## src/rtl/id_stage_pipe.sv

```systemverilog
// id_stage_pipe: registered RV32I decode stage between the IF and EX pipeline
// registers. Full base-integer decode with sign-extended immediates, load-use
// hazard detection against EX, and branch flush. One output register holds
// the decoded bundle; valid/ready handshake on both sides.
//
// Optional build macro: ID_STALL_CNT_EN adds stall_cnt_o, a saturating count
// of cycles stalled by a load-use hazard (flush cycles excluded).
//
// Ports:
//   clk, rst                      clock (rising), async active-high reset
//   in_valid_i / in_ready_o       input handshake for instr_i / pc_i
//   flush_i                       kill held and incoming instruction
//   ex_memread_i, ex_rd_i         load in EX and its destination register
//   out_valid_o / out_ready_i     output handshake for the decoded bundle
//   pc_o, rs1/rs2/rd_addr_o       PC and register addresses (0 when unused)
//   imm_o, funct_o, aluctr_o      immediate, funct3, ALU operation
//   branch_o .. immadd_o, jump_o  control bits; jump 01 JAL, 10 JALR
//   illegal_o                     unknown opcode or funct encoding
module id_stage_pipe #(
  parameter int unsigned XLEN           = 32,
  parameter int unsigned REG_ADDR_WIDTH = 5,
  parameter int unsigned ALUCTR_W       = 4
) (
  input  logic                      clk,
  input  logic                      rst,
  input  logic                      in_valid_i,
  output logic                      in_ready_o,
  input  logic [31:0]               instr_i,
  input  logic [XLEN-1:0]           pc_i,
  input  logic                      flush_i,
  input  logic                      ex_memread_i,
  input  logic [REG_ADDR_WIDTH-1:0] ex_rd_i,
  output logic                      out_valid_o,
  input  logic                      out_ready_i,
  output logic [XLEN-1:0]           pc_o,
  output logic [REG_ADDR_WIDTH-1:0] rs1_addr_o,
  output logic [REG_ADDR_WIDTH-1:0] rs2_addr_o,
  output logic [REG_ADDR_WIDTH-1:0] rd_addr_o,
  output logic [XLEN-1:0]           imm_o,
  output logic [2:0]                funct_o,
  output logic [ALUCTR_W-1:0]       aluctr_o,
  output logic                      branch_o,
  output logic                      memread_o,
  output logic                      memtoreg_o,
  output logic                      memwrite_o,
  output logic                      regwrite_o,
  output logic                      immadd_o,
  output logic [1:0]                jump_o,
  output logic                      illegal_o
`ifdef ID_STALL_CNT_EN
  ,
  output logic [31:0]               stall_cnt_o
`endif
);

  typedef enum logic [6:0] {
    OPC_R     = 7'b0110011,
    OPC_I     = 7'b0010011,
    OPC_L     = 7'b0000011,
    OPC_S     = 7'b0100011,
    OPC_B     = 7'b1100011,
    OPC_JAL   = 7'b1101111,
    OPC_JALR  = 7'b1100111,
    OPC_LUI   = 7'b0110111,
    OPC_AUIPC = 7'b0010111
  } opcode_e;

  typedef enum logic [3:0] {
    ALU_NONE  = 4'd0,  ALU_ADD  = 4'd1,  ALU_SUB = 4'd2,  ALU_AND   = 4'd3,
    ALU_SLL   = 4'd4,  ALU_SRL  = 4'd5,  ALU_LUI = 4'd6,  ALU_AUIPC = 4'd7,
    ALU_OR    = 4'd8,  ALU_XOR  = 4'd9,  ALU_SLT = 4'd10, ALU_SLTU  = 4'd11,
    ALU_SRA   = 4'd12
  } aluop_e;

  logic [2:0] f3;
  logic [6:0] f7;
  assign f3 = instr_i[14:12];
  assign f7 = instr_i[31:25];

  aluop_e             alu;
  logic signed [31:0] imm32;
  logic use_rs1, use_rs2, use_rd, wr, bad;
  logic br, mrd, m2r, mwr, imma;
  logic [1:0] jmp;

  // Base decode of the incoming word; illegal encodings are masked below.
  always_comb begin
    alu = ALU_NONE; imm32 = '0; use_rs1 = 1'b0; use_rs2 = 1'b0; use_rd = 1'b0;
    wr = 1'b0; bad = 1'b0; br = 1'b0; mrd = 1'b0; m2r = 1'b0; mwr = 1'b0;
    imma = 1'b0; jmp = 2'b00;
    case (opcode_e'(instr_i[6:0]))
      OPC_R: begin
        use_rs1 = 1'b1; use_rs2 = 1'b1; use_rd = 1'b1; wr = 1'b1;
        bad = !((f7 == 7'b0000000) ||
                (f7 == 7'b0100000 && (f3 == 3'b000 || f3 == 3'b101)));
        case (f3)
          3'b000:  alu = f7[5] ? ALU_SUB : ALU_ADD;
          3'b001:  alu = ALU_SLL;
          3'b010:  alu = ALU_SLT;
          3'b011:  alu = ALU_SLTU;
          3'b100:  alu = ALU_XOR;
          3'b101:  alu = f7[5] ? ALU_SRA : ALU_SRL;
          3'b110:  alu = ALU_OR;
          default: alu = ALU_AND;
        endcase
      end
      OPC_I: begin
        use_rs1 = 1'b1; use_rd = 1'b1; wr = 1'b1; imma = 1'b1;
        imm32 = 32'(signed'(instr_i[31:20]));
        case (f3)
          3'b000:  alu = ALU_ADD;
          3'b001: begin alu = ALU_SLL; bad = (f7 != 7'b0000000); end
          3'b010:  alu = ALU_SLT;
          3'b011:  alu = ALU_SLTU;
          3'b100:  alu = ALU_XOR;
          3'b101: begin
            alu = instr_i[30] ? ALU_SRA : ALU_SRL;
            bad = (f7 != 7'b0000000) && (f7 != 7'b0100000);
          end
          3'b110:  alu = ALU_OR;
          default: alu = ALU_AND;
        endcase
      end
      OPC_L: begin
        use_rs1 = 1'b1; use_rd = 1'b1; wr = 1'b1; imma = 1'b1;
        mrd = 1'b1; m2r = 1'b1; alu = ALU_ADD;
        imm32 = 32'(signed'(instr_i[31:20]));
        bad = (f3 == 3'b011) || (f3 == 3'b110) || (f3 == 3'b111);
      end
      OPC_S: begin
        use_rs1 = 1'b1; use_rs2 = 1'b1; mwr = 1'b1; imma = 1'b1; alu = ALU_ADD;
        imm32 = 32'(signed'({instr_i[31:25], instr_i[11:7]}));
        bad = f3[2] || (f3 == 3'b011);
      end
      OPC_B: begin
        use_rs1 = 1'b1; use_rs2 = 1'b1; br = 1'b1;
        imm32 = 32'(signed'({instr_i[31], instr_i[7], instr_i[30:25],
                             instr_i[11:8], 1'b0}));
        bad = (f3 == 3'b010) || (f3 == 3'b011);
      end
      OPC_JAL: begin
        use_rd = 1'b1; wr = 1'b1; jmp = 2'b01;
        imm32 = 32'(signed'({instr_i[31], instr_i[19:12], instr_i[20],
                             instr_i[30:21], 1'b0}));
      end
      OPC_JALR: begin
        use_rs1 = 1'b1; use_rd = 1'b1; wr = 1'b1; jmp = 2'b10;
        imm32 = 32'(signed'(instr_i[31:20]));
        bad = (f3 != 3'b000);
      end
      OPC_LUI: begin
        use_rd = 1'b1; wr = 1'b1; alu = ALU_LUI;
        imm32 = {instr_i[31:12], 12'h000};
      end
      OPC_AUIPC: begin
        use_rd = 1'b1; wr = 1'b1; alu = ALU_AUIPC;
        imm32 = {instr_i[31:12], 12'h000};
      end
      default: bad = 1'b1;
    endcase
  end

  logic [REG_ADDR_WIDTH-1:0] rs1_d, rs2_d, rd_d;
  logic [XLEN-1:0]           imm_d;
  logic [ALUCTR_W-1:0]       aluctr_d;
  logic [5:0]                ctl_d;   // branch, memread, memtoreg, memwrite, regwrite, immadd
  logic [1:0]                jump_d;

  // An illegal encoding flows as a valid bundle with everything but
  // illegal/funct cleared, so it never reads, writes or stalls.
  always_comb begin
    rs1_d    = (use_rs1 && !bad) ? REG_ADDR_WIDTH'(instr_i[19:15]) : '0;
    rs2_d    = (use_rs2 && !bad) ? REG_ADDR_WIDTH'(instr_i[24:20]) : '0;
    rd_d     = (use_rd  && !bad) ? REG_ADDR_WIDTH'(instr_i[11:7])  : '0;
    imm_d    = bad ? '0 : XLEN'(imm32);
    aluctr_d = bad ? '0 : ALUCTR_W'(alu);
    ctl_d    = bad ? '0 : {br, mrd, m2r, mwr, wr && (instr_i[11:7] != 5'd0), imma};
    jump_d   = bad ? '0 : jmp;
  end

  logic valid_q, valid_d, hazard, xfer;

  assign hazard = ex_memread_i && (ex_rd_i != '0) && in_valid_i &&
                  ((use_rs1 && !bad && rs1_d == ex_rd_i) ||
                   (use_rs2 && !bad && rs2_d == ex_rd_i));
  assign in_ready_o = (!valid_q || out_ready_i) && !hazard;
  assign xfer       = in_valid_i && in_ready_o && !flush_i;

  always_comb begin
    valid_d = valid_q;
    if (flush_i)          valid_d = 1'b0;
    else if (xfer)        valid_d = 1'b1;
    else if (out_ready_i) valid_d = 1'b0;
  end

  always_ff @(posedge clk or posedge rst) begin
    if (rst) begin
      valid_q <= 1'b0;
      pc_o <= '0; rs1_addr_o <= '0; rs2_addr_o <= '0; rd_addr_o <= '0;
      imm_o <= '0; funct_o <= '0; aluctr_o <= '0; jump_o <= '0; illegal_o <= 1'b0;
      {branch_o, memread_o, memtoreg_o, memwrite_o, regwrite_o, immadd_o} <= '0;
    end else begin
      valid_q <= valid_d;
      if (xfer) begin
        pc_o <= pc_i; rs1_addr_o <= rs1_d; rs2_addr_o <= rs2_d; rd_addr_o <= rd_d;
        imm_o <= imm_d; funct_o <= f3; aluctr_o <= aluctr_d; jump_o <= jump_d;
        illegal_o <= bad;
        {branch_o, memread_o, memtoreg_o, memwrite_o, regwrite_o, immadd_o} <= ctl_d;
      end
    end
  end

  assign out_valid_o = valid_q;

`ifdef ID_STALL_CNT_EN
  logic [31:0] stall_cnt_q;
  always_ff @(posedge clk or posedge rst) begin
    if (rst)                                         stall_cnt_q <= '0;
    else if (hazard && !flush_i && stall_cnt_q != '1) stall_cnt_q <= stall_cnt_q + 32'd1;
  end
  assign stall_cnt_o = stall_cnt_q;
`endif

endmodule

```

## config.mk

```make
export PLATFORM = sky130hd
export DESIGN_NAME = id_stage_pipe
export DESIGN_NICKNAME = d
export VERILOG_FILES = /design/src/rtl/id_stage_pipe.sv
export SDC_FILE = /design/constraint.sdc
export NUM_CORES = 1
export LEC_CHECK = 0
export ABC_AREA = 0
export ABC_CLOCK_PERIOD_IN_PS = 4300
export CORE_MARGIN = 3
export CORE_UTILIZATION = 48
export CTS_CLUSTER_DIAMETER = 120
export DETAILED_ROUTE_END_ITERATION = 10
export GPL_TIMING_DRIVEN = 0
export PLACE_DENSITY = 0.89
export SLEW_MARGIN = 20
export SYNTH_ARGS = -nofsm -noshare
export SYNTH_HDL_FRONTEND = slang
export SYNTH_SLANG_ARGS = --single-unit
```

## constraint.sdc

```tcl
create_clock -name clk -period 4.3 [get_ports clk]
set_input_delay 0.43 -clock clk [delete_from_list [all_inputs] [get_ports clk]]
set_output_delay 0.43 -clock clk [all_outputs]
set_load 0.01 [all_outputs]
```

# After elaboration in Yosys (flattened, before gate mapping)
# Cells that the tools add are included.
# word_totals
in_bits	75
ff_bits	96
elab_cells	104
out_inout_bits	97
# classes
n_mux	26
n_eq_ne	20
reduce_logical	42
# op_table
operator	count
$pmux 32 s5	1
$pmux 4 s7	2
$mux 32	1
$eq 7x6->1 const B	4
$eq 7x7->1 const B	3
$pmux 4 s5	1
$mux 5	3
$eq 7x5->1 const B	2
$logic_and 1x1->1	14
$eq 3x3->1 const B	4
$reduce_or 3->1	4
$eq 5x5->1	2
$mux 1	10
$reduce_bool 5->1	2
$logic_or 1x1->1	8
$mux 4	2
$eq 7x2->1 const B	1
$logic_not 7->1	1
$ne 7x6->1 const B	1
$pmux 1 s7	1
$reduce_bool 7->1	1
$reduce_or 7->1	1
$eq 3x2->1 const B	2
$mux 6	1
other kinds (9)	16

# Logic depth before layout (Yosys ltp)
# Gate-level depths: netlist of run 1.
# depth
word_depth	19
ltp_mapped	11
mapped_depth_nobuf	6

# Least setup slack after synthesis of run 1
# Ideal clock, no wire load.
# synth_timing
kind	input -> register
from	in instr_i[14]
to	reg pc_o[0]
t_required_ps	4173
t_arrival_ps	2396
cell_stages	10
n_path_buf	4
path_slack_ps	1776
setup_time_ps	127
cell_sequence	buf_2 or2_1 a21boi_1 o22ai_1 or3_1 buf_4 o21ai_4 buf_6 buf_6 mux2_1
# synth_between
elab_chain_len	17
word_cells_on_any_way	33
classes_between	eq/ne: 8; mux: 4; reduce/logical: 21
# synth_rtl
item	line_no	source
start: declaration	28	input logic [31:0] instr_i,
$eq 3x3->1 or $logic_not 3->1 (tied branches)	95, 110	
$logic_or 1x1->1	95	(f7 == 7'b0100000 && (f3 == 3'b000 || f3 == 3'b101)));
$logic_and 1x1->1	95	
$logic_or 1x1->1	94	bad = !((f7 == 7'b0000000) ||
$logic_not 1->1	94	
$pmux 1 s7 *	91	case (opcode_e'(instr_i[6:0]))
$logic_not 1->1 *	-	
$logic_and 1x1->1, on equally long branches	-	
$mux 5, on equally long branches	172, 173	
$eq 5x5->1, on equally long branches	184, 185	
$logic_and 1x1->1, on equally long branches	184, 185	
$logic_or 1x1->1 *	184	((use_rs1 && !bad && rs1_d == ex_rd_i) ||
$logic_and 1x1->1 *	183	assign hazard = ex_memread_i && (ex_rd_i != '0) && in_valid_i &&
$logic_not 1->1 *	186	assign in_ready_o = (!valid_q || out_ready_i) && !hazard;
$logic_and 1x1->1 *	186	
$logic_and 1x1->1 * (2 in a row)	187	assign xfer = in_valid_i && in_ready_o && !flush_i;
end signal: assignment	205	pc_o <= pc_i; rs1_addr_o <= rs1_d; rs2_addr_o <= rs2_d; rd_addr_o <= rd_d;
end: declaration	35	output logic [XLEN-1:0] pc_o,
# Mark *: on every way between the ends. The rest lies on a longest branch, timed or not.
# A chain may end at the register's enable or synchronous reset.

# Worst setup path in the final report of run 1
# layout_timing
from	in instr_i[0]
to	out in_ready_o
# layout_between
elab_chain_len	12
word_cells_on_any_way	28
classes_between	eq/ne: 11; mux: 5; reduce/logical: 12
# layout_rtl
item	line_no	source
$eq 7x7->1 (tied with other cells)	91	
$reduce_or 3->1 (no source line)	-	
$pmux 1 s7	91	
$logic_not 1->1	-	
$logic_and 1x1->1, on equally long branches	-	
$mux 5, on equally long branches	172, 173	
$eq 5x5->1, on equally long branches	184, 185	
$logic_and 1x1->1, on equally long branches	184, 185	
$logic_or 1x1->1 *	184	
$logic_and 1x1->1 *	183	
$logic_not 1->1 *	186	
$logic_and 1x1->1 *	186	
end: declaration	27	output logic in_ready_o,
# Marks and branches as above.

==> run summary, run 1 <==
======================================================================================
Mapped Area .............................................................   4510 sq um
Total number of yosys warnings ..........................................            0
Total placed cells including tap cells ..................................          627
Number of fillers in the final layout ...................................          606
Hold buffers post-CTS ...................................................            0
Number of nets produced by synthesis ....................................          423
Post-synthesis sequential area ratio ....................................        0.527
Number of diodes added for antenna fixing ...............................            0
Vertical extent of the die ..............................................       103 um
Final-layout worst hold slack ...........................................     0.480 ns
CTS clk-pin slew, worst paths ...........................................      0.10 ns
Number of buffer cells added on primary ports ...........................          170
Leakage power ...........................................................   0.00273 uW
Worst path top cell family by delay ..................................... buffers and inverters
Category of the worst setup path capture point .......................... primary output
Power density over the cells ............................................  304 nW/um^2
Critical Path Slowest Stage Cell ........................................ sky130_fd_sc_hd__clkdlybuf4s50_1
CP startpoint kind ......................................................   input port
Drt via density .........................................................         5.80
Total track usage .......................................................        0.253
Worst slew slack as a fraction of its limit .............................        0.463
Post-DR wirelength/cell .................................................      21.0 um
Share of layout cells above drive strength 1 ............................        0.146
DRC violations left .....................................................            0
Most frequent standard cell in the layout excluding fill and tap cells .. sky130_fd_sc_hd__clkdlybuf4s50_1
Unrepaired setup endpoints after global routing .........................        false
Maximum number of pins on one net before global-route repair ............           49
Number of iterations in the first detailed-routing pass .................            4
Max-Cap Viols ...........................................................            0
Remaining antenna violation count .......................................            0
Number of rows created at floorplan .....................................           34
Vias in the first global route ..........................................         3933
Number of distinct standard cells referenced by the synthesized netlist .           63
TritonCTS buffer count ..................................................            9
Final global-route overflow total .......................................            0
Footprint of the multi-input gates ......................................   1960 sq um
Critical path arrival ...................................................      3.04 ns
Maximum resistive drop on vdd ...........................................   0.000196 V
Count of buffers added by post-CTS timing repair for setup ..............            0
DRT Wirelength ..........................................................      13.5 mm
Placeable core region ...................................................   8930 sq um
Antenna violations before repair ........................................            0
Max Root-Sink Buffers ...................................................            2
Fraction of the cycle the final worst path needs ........................        0.807
Number of nets in the final layout ......................................          605
Final design instance area without fill .................................   6580 sq um
Most frequent cells in the layout ....................................... 170 x sky130_fd_sc_hd__clkdlybuf4s50_1, 95 x sky130_fd_sc_hd__dfrtp_1, 35 x sky130_fd_sc_hd__mux2_1
Final count of pins violating max slew ..................................            0
Count of mapped cells out of synthesis ..................................          348
Clk_lat worst skew ......................................................      0.35 ns
Clock Sinks .............................................................           95
RePlAce Congestion ......................................................        0.835
Final Instance Count excl. Fillers ......................................          643
CTS root buffer ......................................................... sky130_fd_sc_hd__clkbuf_8
Global-route wire length before repair ..................................      20.6 mm
Starting density of the core ............................................        0.505
TritonCTS clock tree ....................................................         done
Max frequency ...........................................................      288 MHz
Sequential cell area ....................................................   2380 sq um
Die span in x ...........................................................       103 um
Setup_tns ...............................................................         0 ns
Final setup violating endpoints .........................................            0
Number of buffer and inverter instances along the worst setup path ......            4
Half-perimeter wire length after detailed placement .....................      10.4 mm
Die footprint ...........................................................  10600 sq um
Worst Hold Class ........................................................       in2reg
FFs w/ async S/R, synth .................................................         1.00
Number of DRC markers after the initial detailed-route iteration ........          135
Avg Cell Area, Syn ......................................................   13.0 sq um
Total number of H-tree levels ...........................................            3
Slew at the pin closest to its max-slew limit ...........................     0.803 ns
Number of flip-flops and latches in the synthesized netlist .............           95
EDFF count, synth .......................................................            0
Largest fanout of any net on the critical path ..........................            8
Stage delay of the slowest cell on the critical path ....................      0.56 ns
Critical path class .....................................................       in2out
Total count of hold-check failures in the final report ..................            0
Worst Path Required .....................................................      3.87 ns
CTS-repair resized insts ................................................            0
Most instantiated flip-flop cell in the synthesis netlist ............... sky130_fd_sc_hd__dfrtp_1
Clock tree skew after final layout ......................................   0.00843 ns
Result of the run ....................................................... complete, no violations
Placed Instance Area ....................................................   6390 sq um
Sequence of cells on the critical path .................................. clkdlybuf4s50_1, and3b_1, buf_2, nand3_1, a311oi_2, or3_1, buf_4, nor2_1, nor2_1, clkdlybuf4s50_1
Crit path time final ....................................................      3.47 ns
Area delta synth->final .................................................        45.8%
Vias ....................................................................         3727
Number of I/O pins ......................................................          172
======================================================================================
worst register-to-register path, stage by stage, from the launching register on:
cell	delay (ns)
sky130_fd_sc_hd__dfrtp_1	0.40
sky130_fd_sc_hd__nor2b_1	0.15
sky130_fd_sc_hd__nor3b_1	0.59
sky130_fd_sc_hd__o21ai_4	0.15
sky130_fd_sc_hd__buf_6	0.20
sky130_fd_sc_hd__buf_6	0.16
sky130_fd_sc_hd__mux2_1	0.32
synth_stat cells (2+ instances only):
| library cell | count | area (sq um) |
|---|---|---|
| sky130_fd_sc_hd__dfrtp_1 | 95 | 2380 |
| sky130_fd_sc_hd__o21ai_0 | 3 | 15.0 |
| sky130_fd_sc_hd__inv_1 | 3 | 11.3 |
| sky130_fd_sc_hd__o2bb2ai_2 | 9 | 135 |
| sky130_fd_sc_hd__clkbuf_1 | 3 | 11.3 |
| sky130_fd_sc_hd__a21o_1 | 3 | 22.5 |
| sky130_fd_sc_hd__buf_2 | 16 | 80.1 |
| sky130_fd_sc_hd__or3_1 | 2 | 12.5 |
| sky130_fd_sc_hd__or2_2 | 2 | 12.5 |
| sky130_fd_sc_hd__nor3_2 | 2 | 20.0 |
| sky130_fd_sc_hd__and3b_1 | 2 | 17.5 |
| sky130_fd_sc_hd__nand2_1 | 8 | 30.0 |
| sky130_fd_sc_hd__o2bb2ai_1 | 6 | 52.6 |
| sky130_fd_sc_hd__buf_4 | 4 | 30.0 |
| sky130_fd_sc_hd__a21oi_1 | 12 | 60.1 |
| sky130_fd_sc_hd__xnor2_1 | 4 | 35.0 |
| sky130_fd_sc_hd__nand3b_1 | 2 | 15.0 |
| sky130_fd_sc_hd__nand4_1 | 2 | 12.5 |
| sky130_fd_sc_hd__nor2_1 | 10 | 37.5 |
| sky130_fd_sc_hd__nor3_1 | 4 | 20.0 |
| sky130_fd_sc_hd__nor4_1 | 5 | 31.3 |
| sky130_fd_sc_hd__mux2_2 | 12 | 135 |
| sky130_fd_sc_hd__mux2_1 | 35 | 394 |
| sky130_fd_sc_hd__buf_6 | 4 | 45.0 |
| sky130_fd_sc_hd__o21a_1 | 2 | 15.0 |
| sky130_fd_sc_hd__a22o_1 | 23 | 201 |
| sky130_fd_sc_hd__nand2b_1 | 4 | 25.0 |
| sky130_fd_sc_hd__nand3_1 | 2 | 10.0 |
| sky130_fd_sc_hd__a22oi_1 | 4 | 30.0 |
| sky130_fd_sc_hd__nor2b_1 | 5 | 31.3 |
| sky130_fd_sc_hd__xor2_1 | 7 | 61.3 |
| sky130_fd_sc_hd__a31oi_1 | 3 | 18.8 |
| sky130_fd_sc_hd__a32o_1 | 20 | 200 |
path summary, 6_finish.rpt:
check / start / end / slack, ns / cells after the start
worst max-delay path: instr_i[0] / in_ready_o / 0.83 / 10
worst min-delay path: instr_i[14] / funct_o[2] / 0.48 / 2
worst max register to register: out_valid_o / pc_o[5] / 2.22 / 6
worst min register to register: pc_o[30] / pc_o[30] / 0.49 / 1
max in group asynchronous: rst / memread_o / 3.14 / 3
min in group asynchronous: rst / pc_o[12] / 0.50 / 2
where the power goes:
part | leakage (uW) | switching [uW] | internal (uW) | total [uW]
logic | 0.00139 | 181 | 236 | 417
clock network | 0.0000973 | 323 | 274 | 597
registers | 0.00125 | 31.3 | 954 | 986
metal layers:
metal / track usage / vias up / wire [um]
li1: - / 1687 / -
met1: 0.321 / 1814 / 5700
met5: 0 / - / 0
met3: 0.0690 / 22 / 1190
met2: 0.423 / 204 / 6330
met4: 0.0757 / 0 / 257
layout make-up:
class                   instances  share of cell area
inverters                       4             0.00266
clock buffers                  10              0.0194
multi-input cells             221               0.297
plain buffers                  28              0.0258
repair buffers                171               0.263
clock inverters                 6              0.0105
flip-flops and latches         95               0.361
well taps                     108              0.0205
kinds of logic (layout without fill, tap and decap cells):
group	count (synthesis)	in the layout	share of synthesized area
flops	95	95	0.527
buf+inv	32	219	0.0410
mux	48	48	0.119
xor+xnor	11	11	0.0213
simple gates	61	61	0.0876
compound gates	101	101	0.204
sequential cells by signal, summed over array words and instances, names as in the netlist:
name         cells
rd_addr_o        5
funct_o          3
rs1_addr_o       5
illegal_o        1
memwrite_o       1
imm_o           32
memread_o        1
pc_o            32
branch_o         1
aluctr_o         4
regwrite_o       1
rs2_addr_o       5
out_valid_o      1
immadd_o         1
jump_o           2
through the flow:
stage / worst slack (ns) / util / total power, uW
detailed placement: 0.898 / 0.715 / 1420
global route: 0.669 / 0.737 / 2080
finish: 0.828 / 0.737 / 2000
CTS: 0.871 / 0.737 / 2010
floorplan: 1.39 / - / 1170
global placement: 0.108 / 0.711 / 1400
Power figures use the tool's default switching activity.
==> run 2, diff against run 1 <==
ABC_CLOCK_PERIOD_IN_PS = 3170   (was 4300)
CORE_UTILIZATION = 40   (was 48)
PLACE_DENSITY = 0.8   (was 0.89)
clock period = 3.17 ns   (was 4.3 ns; I/O delays follow)
==> run summary, run 2 (same netlist as run 1, synthesis figures left out) <==
=====================================================================================
Final global-route overflow total ......................................            0
Number of DRC markers after the initial detailed-route iteration .......          171
Vertical extent of the die .............................................       112 um
Number of diodes added for antenna fixing ..............................            0
Max-Cap Viols ..........................................................            0
Post-layout total power ................................................      2910 uW
Largest fanout of any net on the critical path .........................            8
Final count of pins violating max slew .................................            0
Number of nets in the final layout .....................................          607
Internal power .........................................................      2150 uW
Fraction of the cycle the final worst path needs .......................        0.986
TritonCTS clock tree ...................................................         done
Vias ...................................................................         3697
Number of buffer and inverter instances along the worst setup path .....            3
Starting density of the core ...........................................        0.413
Number of iterations in the first detailed-routing pass ................            4
Max frequency ..........................................................      320 MHz
Setup_tns ..............................................................         0 ns
TritonCTS buffer count .................................................            9
Switching share of power ...............................................        0.262
Result of the run ...................................................... complete, no violations
Worst slew slack as a fraction of its limit ............................        0.497
Post-DR wirelength/cell ................................................      19.9 um
CP startpoint kind .....................................................   input port
Clock Sinks ............................................................           95
Placeable core region ..................................................  10900 sq um
Portion of total power attributed to combinational logic ...............        0.196
Antenna violations before repair .......................................            0
Number of rows created at floorplan ....................................           38
Power density over the cells ...........................................  429 nW/um^2
Total number of H-tree levels ..........................................            3
Worst Path Required ....................................................      2.85 ns
Half-perimeter wire length after detailed placement ....................      10.2 mm
Critical path class ....................................................       in2out
Worst path top cell family by delay .................................... buffers and inverters
RePlAce Congestion .....................................................        0.879
Worst R2R End ..........................................................     pc_o[31]
Vias in the first global route .........................................         3935
Area delta synth->final ................................................        50.3%
Crit path time final ...................................................      3.13 ns
Most frequent cells in the layout ...................................... 167 x sky130_fd_sc_hd__clkdlybuf4s50_1, 95 x sky130_fd_sc_hd__dfrtp_1, 35 x sky130_fd_sc_hd__mux2_1
Die span in x ..........................................................       112 um
Final setup violating endpoints ........................................            0
Category of the worst setup path capture point ......................... primary output
Number of buffer cells added on primary ports ..........................          170
Worst Hold Class .......................................................     in2async
Total count of hold-check failures in the final report .................            0
Launch point of the worst reg-to-reg path ..............................  out_valid_o
Drt via density ........................................................         5.46
Global-route wire length before repair .................................      21.5 mm
Final Instance Count excl. Fillers .....................................          677
DRC violations left ....................................................            0
Most frequent standard cell in the layout excluding fill and tap cells . sky130_fd_sc_hd__clkdlybuf4s50_1
Switching Power ........................................................       764 uW
Clock tree skew after final layout .....................................   0.00616 ns
Critical Path Slowest Stage Cell ....................................... sky130_fd_sc_hd__clkdlybuf4s50_1
Remaining antenna violation count ......................................            0
DRT Wirelength .........................................................      13.5 mm
Clock power share ......................................................        0.344
Largest regs ........................................................... imm_o x32, pc_o x32
Total placed cells including tap cells .................................          659
Die footprint ..........................................................  12600 sq um
Worst reg-to-reg setup slack ...........................................      1.06 ns
Maximum number of pins on one net before global-route repair ...........           58
CTS clk-pin slew, worst paths ..........................................      0.06 ns
Share of layout cells above drive strength 1 ...........................        0.160
Sequential fraction of design power ....................................        0.460
CTS root buffer ........................................................ sky130_fd_sc_hd__clkbuf_16
Total track usage ......................................................        0.216
Slew at the pin closest to its max-slew limit ..........................     0.752 ns
Number of I/O pins .....................................................          172
Worst reg2reg path depth ...............................................            6
Sequence of cells on the critical path ................................. clkdlybuf4s50_1, nand2b_1, a211oi_1, o22ai_2, or3_1, buf_4, nor2_1, nor2_1, clkdlybuf4s50_1
Stage delay of the slowest cell on the critical path ...................      0.56 ns
Max Root-Sink Buffers ..................................................            2
Leakage power ..........................................................   0.00282 uW
Clk_lat worst skew .....................................................      0.35 ns
Final design instance area without fill ................................   6790 sq um
Placed Instance Area ...................................................   6430 sq um
Maximum resistive drop on vdd ..........................................   0.000247 V
Critical path arrival ..................................................      2.81 ns
=====================================================================================
[run 2: layout make-up]
class	count	area [sq um]
sequential	95	2380
fill	889	4150
multi-input combinational	221	2010
buffer	28	176
timing repair buffer	173	1750
clock buffer	9	225
tap	140	175
inverter	4	20.0
clock inverter	7	50.0
[run 2: worst max path at each step]
stage	from	to	cells past startpoint
5_1_grt	instr_i[1]	in_ready_o	9
2_1_floorplan	rst	aluctr_o[0]	1
3_5_place_dp	instr_i[6]	imm_o[24]	9
4_1_cts	instr_i[2]	in_ready_o	9
3_3_place_gp	rst	rs1_addr_o[4]	2
6_report	instr_i[5]	in_ready_o	9
[run 2: worst reg2reg max path: stages (launching register included)]
cell	delay, ns
sky130_fd_sc_hd__dfrtp_1	0.40
sky130_fd_sc_hd__nor2b_1	0.15
sky130_fd_sc_hd__nor3b_1	0.59
sky130_fd_sc_hd__o21ai_4	0.18
sky130_fd_sc_hd__buf_6	0.20
sky130_fd_sc_hd__buf_6	0.15
sky130_fd_sc_hd__mux2_1	0.32
[run 2: stage by stage]
step | hold WS, ns | util | setup slack (ns)
floorplan | 0.409 | - | 0.376
global placement | 0.472 | 0.584 | -0.996
detailed placement | 0.473 | 0.588 | -0.104
CTS | 0.381 | 0.614 | 0.00282
global route | 0.398 | 0.620 | -0.0362
finish | 0.355 | 0.620 | 0.0446
[run 2: timing repair]
action                                  in CTS  in global routing
gates resized for setup                      2                 15
hold endpoints to repair                     0                  0
setup buffers                                0                  2
endpoints found under the setup margin       1                  1
pin swaps                                    1                  2
hold buffers                                 0                  0
[run 2: routing by layer]
| metal | part of all wire | global-route usage | up-vias |
|---|---|---|---|
| met1 | 0.45 | 0.295 | 1812 |
| li1 | - | - | 1694 |
| met2 | 0.45 | 0.331 | 163 |
| met5 | 0 | 0 | - |
| met4 | 0.030 | 0.0921 | 0 |
| met3 | 0.065 | 0.0507 | 28 |
[run 2: power groups by stage]
stage,combinational (uW),sequential (uW),clock [uW]
final,572,1340,1000
after global routing,612,1350,1080
after CTS,572,1340,1020
after detailed placement,569,1360,0
after global placement,552,1360,0
after floorplan,182,1400,0
